**src/rtl/a2d_seq.sv**
```systemverilog
// a2d_seq: sequences the shared SPI A2D converter.
//
// One request (nxt) runs a round over four channels in fixed order:
// left load cell, right load cell, steering pot, battery. Each channel costs
// two SPI transactions with the same command word. The converter returns the
// conversion for a channel during the second transaction.
//
// Ports
//   clk        system clock
//   rst        synchronous, active-high reset
//   nxt        request a conversion round (level, sampled every cycle)
//   spi_wrt    one-cycle pulse that starts an SPI transaction
//   spi_cmd    command word, meaningful while spi_wrt is high
//   spi_done   one-cycle pulse from the SPI master, transaction complete
//   spi_rd     SPI read data, meaningful while spi_done is high
//   lft_ld     latest left load cell result
//   rght_ld    latest right load cell result
//   steer_pot  latest steering potentiometer result
//   batt       latest battery result
//   vld        one-cycle pulse, round complete (results form a coherent set)
//   busy       high from round start until return to IDLE
//   tmo_err    sticky flag, spi_done never arrived within TMO_CYC cycles
module a2d_seq #(
  parameter logic [2:0] LFT_CH   = 3'd0,
  parameter logic [2:0] RGHT_CH  = 3'd4,
  parameter logic [2:0] STEER_CH = 3'd5,
  parameter logic [2:0] BATT_CH  = 3'd6,
  parameter int         TMO_CYC  = 1024
) (
  input  logic        clk,
  input  logic        rst,
  input  logic        nxt,
  output logic        spi_wrt,
  output logic [15:0] spi_cmd,
  input  logic        spi_done,
  input  logic [15:0] spi_rd,
  output logic [11:0] lft_ld,
  output logic [11:0] rght_ld,
  output logic [11:0] steer_pot,
  output logic [11:0] batt,
  output logic        vld,
  output logic        busy,
  output logic        tmo_err
);

  localparam int TW = $clog2(TMO_CYC);
  localparam logic [TW-1:0] TMO_LAST = TW'(TMO_CYC - 1);

  localparam logic [2:0] IDLE     = 3'd0;
  localparam logic [2:0] CMD      = 3'd1;
  localparam logic [2:0] WAIT_CMD = 3'd2;
  localparam logic [2:0] GAP      = 3'd3;
  localparam logic [2:0] READ     = 3'd4;
  localparam logic [2:0] WAIT_RD  = 3'd5;

  logic [2:0]    state;
  logic [1:0]    ch_idx;
  logic          pending;
  logic [TW-1:0] timer;

  // The converter packs its 12-bit result in the low bits; the upper nibble
  // carries nothing useful for us.
  logic unused_rd_hi;
  assign unused_rd_hi = ^spi_rd[15:12];

  function automatic logic [2:0] ch_sel(input logic [1:0] idx);
    case (idx)
      2'd0:    ch_sel = LFT_CH;
      2'd1:    ch_sel = RGHT_CH;
      2'd2:    ch_sel = STEER_CH;
      default: ch_sel = BATT_CH;
    endcase
  endfunction

  assign spi_wrt = (state == CMD) || (state == READ);
  assign spi_cmd = {2'b00, ch_sel(ch_idx), 11'h000};
  assign busy    = (state != IDLE);

  always_ff @(posedge clk) begin
    if (rst) begin
      state     <= IDLE;
      ch_idx    <= 2'd0;
      pending   <= 1'b0;
      timer     <= '0;
      lft_ld    <= 12'd0;
      rght_ld   <= 12'd0;
      steer_pot <= 12'd0;
      batt      <= 12'd0;
      vld       <= 1'b0;
      tmo_err   <= 1'b0;
    end else begin
      vld <= 1'b0;
      // A request arriving mid-round is remembered (one deep) and served
      // right after the return to IDLE.
      if (nxt && (state != IDLE))
        pending <= 1'b1;

      case (state)
        IDLE: begin
          if (nxt || pending) begin
            pending <= 1'b0;
            ch_idx  <= 2'd0;
            state   <= CMD;
          end
        end
        CMD: begin
          timer <= '0;
          state <= WAIT_CMD;
        end
        WAIT_CMD: begin
          // spi_done wins over a timeout that lands on the same edge.
          if (spi_done)
            state <= GAP;
          else if (timer == TMO_LAST) begin
            tmo_err <= 1'b1;
            state   <= IDLE;
          end else
            timer <= timer + 1'b1;
        end
        GAP: begin
          state <= READ;
        end
        READ: begin
          timer <= '0;
          state <= WAIT_RD;
        end
        WAIT_RD: begin
          if (spi_done) begin
            case (ch_idx)
              2'd0:    lft_ld    <= spi_rd[11:0];
              2'd1:    rght_ld   <= spi_rd[11:0];
              2'd2:    steer_pot <= spi_rd[11:0];
              default: batt      <= spi_rd[11:0];
            endcase
            if (ch_idx == 2'd3) begin
              vld   <= 1'b1;
              state <= IDLE;
            end else begin
              ch_idx <= ch_idx + 2'd1;
              state  <= CMD;
            end
          end else if (timer == TMO_LAST) begin
            // Abort without vld; results captured earlier this round stay.
            tmo_err <= 1'b1;
            state   <= IDLE;
          end else
            timer <= timer + 1'b1;
        end
        default: state <= IDLE;
      endcase
    end
  end

endmodule

```
**config.mk**
```make
export PLATFORM = sky130hd
export DESIGN_NAME = a2d_seq
export DESIGN_NICKNAME = d
export VERILOG_FILES = /design/src/rtl/a2d_seq.sv
export SDC_FILE = /design/constraint.sdc
export NUM_CORES = 1
export LEC_CHECK = 0
export ABC_AREA = 1
export BUFFER_PORTS_ARGS = -buffer_cell sky130_fd_sc_hd__buf_2
export CORE_MARGIN = 5
export CORE_UTILIZATION = 25
export DETAILED_ROUTE_END_ITERATION = 6
export HOLD_SLACK_MARGIN = 0.08
export REMOVE_ABC_BUFFERS = 1
export SYNTH_ARGS = -nofsm -noshare
export SYNTH_HDL_FRONTEND = slang
export SYNTH_SLANG_ARGS = --single-unit
```
**constraint.sdc**
```tcl
create_clock -name clk -period 2.4 [get_ports clk]
set_clock_uncertainty 0.2 [all_clocks]
set_input_delay 0.36 -clock clk [delete_from_list [all_inputs] [get_ports clk]]
set_output_delay 0.36 -clock clk [all_outputs]
set_load 0.02 [all_outputs]
```
==> results by group <==
Status
  – Run status: finished clean

CTS
  – Post-CTS Setup Bufs: 0
  – Clock transition at path regs: 0.05 ns
  – Post-cts resize count: 0
  – H-tree depth: 3
  – Root Driver: clkbuf_16
  – Hold-fix buffers, CTS: 0
  – Clock sinks: 66
  – Skew-Pair Late Insertion Delay: 0.33 ns
  – Clock Tree Buf Depth: 2
  – TritonCTS buffer count: 9
  – CTS tree: done

Power
  – Power Total: 0.00283 W
  – Pwr Density: 786 nW/um^2
  – Leak pwr: 1.56 nW
  – Maximum vdd drop: 0.000368 V

Detailed routing
  – Post-DR wirelength/cell: 13.4 microns
  – DRT iter0 DRCs: 192
  – Vias: 2601
  – ANT nets after route: 0
  – Remaining DRCs: 0
  – Vias per cell: 4.39
  – Final WL: 7940 microns
  – TritonRoute pass-1 iters: 5

Timing
  – Min Clock Period, post-route: 1.91 ns
  – Final worst slack: 0.487 ns
  – Max Slew Vio Count: 0
  – Setup TNS: 0 ns
  – Fmax achieved: 523 MHz
  – RSZ-0062 raised after global routing: no
  – Final Cycle Share: 79.7%
  – Fin. Hold Viols: 0
  – Setup-failing EPs final: 0

Setup path
  – CP Max Fanout: 6
  – Crit-path cells: nor2_1, nand2_1, nand2_1, buf_2
  – Setup CP Type: reg -> out
  – Startpoint type of the worst setup path: register
  – CP required: 1.84 ns
  – CP endpoint kind: output port
  – Peak per-stage delay on the critical path: 0.38 ns
  – Max stage delay cell, worst path: dfxtp_1
  – Worst Path Arrival: 1.35 ns
  – Most used cell, CP: nand2_1

Floorplan
  – Initial Util: 25.3%
  – I/O pin count: 88
  – CORE AREA: 11400 sq um
  – Height of the die: 117 microns
  – Die W: 117 microns
  – Row count: 39
  – DIE AREA: 13800 sq um

Finish
  – Commonest non-fill, non-tap cell in the layout: nor2_1
  – Layout Nets: 471
  – Antenna cells: 0
  – Layout overhead on the synthesized area: 25.2%
  – Layout cells sized above 1: 25.8%
  – Utilization after layout: 31.7%
  – Most frequent cells in the layout: nor2_1, buf_2, dfxtp_1, o21ai_0, nand2_1

Logic synthesis
  – Mapped cell area: 2880 sq um
  – Syn avg cell area: 7.62 sq um
  – Sequential area share after synthesis: 45.9%
  – Synthesis Warnings: 0
  – Flops & latches, synth: 66
  – Library cells used by synthesis: 26
  – Gate count after technology mapping: 378

Worst hold path
  – Hold crit path type: in -> reg

Global route
  – Vias in the first global route: 2540
  – Initial antenna violation count: 0
  – Total gr overflow: 0
  – First-pass GRT wire length: 13000 microns
  – Largest net degree at the start of global routing: 49
  – Total GRT Usage: 11.7%

Placement
  – RD Place Congestion: 0.806
  – Dpl hpwl: 5700 microns
  – IO Port Bufs: 70
  – Setup slack at placement: 0.535 ns

Job
  – Maxcap violations: 0
[cells by family (layout without fill, tap and decap cells)]
| family | count (synthesis) | in the layout | synth area share [%] |
|---|---|---|---|
| other | 1 | 13 | 0.130 |
| XOR/XNOR | 1 | 1 | 0.304 |
| flip-flops | 66 | 66 | 45.9 |
| adder cells (fa/ha/maj) | 6 | 6 | 2.61 |
| AO/OA/AOI/OAI | 71 | 71 | 13.6 |
| AND/OR/NAND/NOR | 183 | 183 | 28.1 |
| buffers and inverters | 50 | 110 | 9.30 |
[metrics by stage]
stage,instances,hold slack [ns],area [sq um]
after floorplan,362,0.222,2740
after global placement,577,0.253,3280
after detailed placement,577,0.273,3280
after CTS,593,0.132,3600
after global routing,593,0.155,3600
final,593,0.142,3600
[synth_stat cells, drive strengths merged]
library cell | number | area share, %
inv | 22 | 2.9
nand3 | 19 | 4.9
nand2 | 39 | 5.9
a31oi | 1 | 0.22
o211ai | 1 | 0.26
clkbuf | 10 | 1.3
nor3 | 3 | 0.52
conb | 1 | 0.13
nand4 | 1 | 0.22
o21ai | 54 | 9.4
ha | 6 | 2.6
nand3b | 2 | 0.52
a21oi | 15 | 3.8
nor2 | 119 | 16
buf | 18 | 5.1
xor2 | 1 | 0.30
dfxtp | 66 | 46
[registers in the layout, summed over array words and instances (netlist names)]
name       cells
pending        1
state          3
rght_ld       12
timer         10
ch_idx         2
vld            1
batt          12
lft_ld        12
tmo_err        1
steer_pot     12
[power breakdown]
part,leakage [nW],switching (W),internal [W],total (W)
registers,0.532,0.0000199,0.00111,0.00113
clock network,0.157,0.000490,0.000912,0.00140
logic,0.869,0.000218,0.0000787,0.000297
total,1.56,0.000729,0.00211,0.00283
[path summary, 6_finish.rpt]
kind | from | endpoint | slack [ns] | cells past startpoint
max | state[0]$_SDFFE_PP0N_ | spi_wrt | 0.49 | 4
min | nxt | pending$_SDFF_PP0_ | 0.14 | 3
max reg2reg | timer[1]$_SDFFE_PP0P_ | timer[2]$_SDFFE_PP0P_ | 0.54 | 8
min reg2reg | tmo_err$_SDFFE_PP0P_ | tmo_err$_SDFFE_PP0P_ | 0.28 | 2
[critical path: cells and delay by family (launching register included)]
family                 cells  cell delay [ns]
DFF                        1             0.38
and+or+nand+nor            3             0.46
buffers and inverters      1             0.19
[layout make-up]
cell class	count	area (sq um)
multi-input combinational	274	1340
timing repair buffer	72	365
tap	143	179
clock buffer	10	229
inverter	22	82.6
fill	1263	7770
clock inverter	6	91.3
sequential	66	1320
[routing by layer]
layer / up-vias / global-route usage, % / wire length [microns]
met5: - / 0 / 0
met4: 0 / 4.64 / 152
met3: 14 / 5.05 / 623
met2: 79 / 17.6 / 3610
met1: 1183 / 14.8 / 3560
li1: 1325 / - / -
Note: power is estimated with default switching activity, not from simulation.
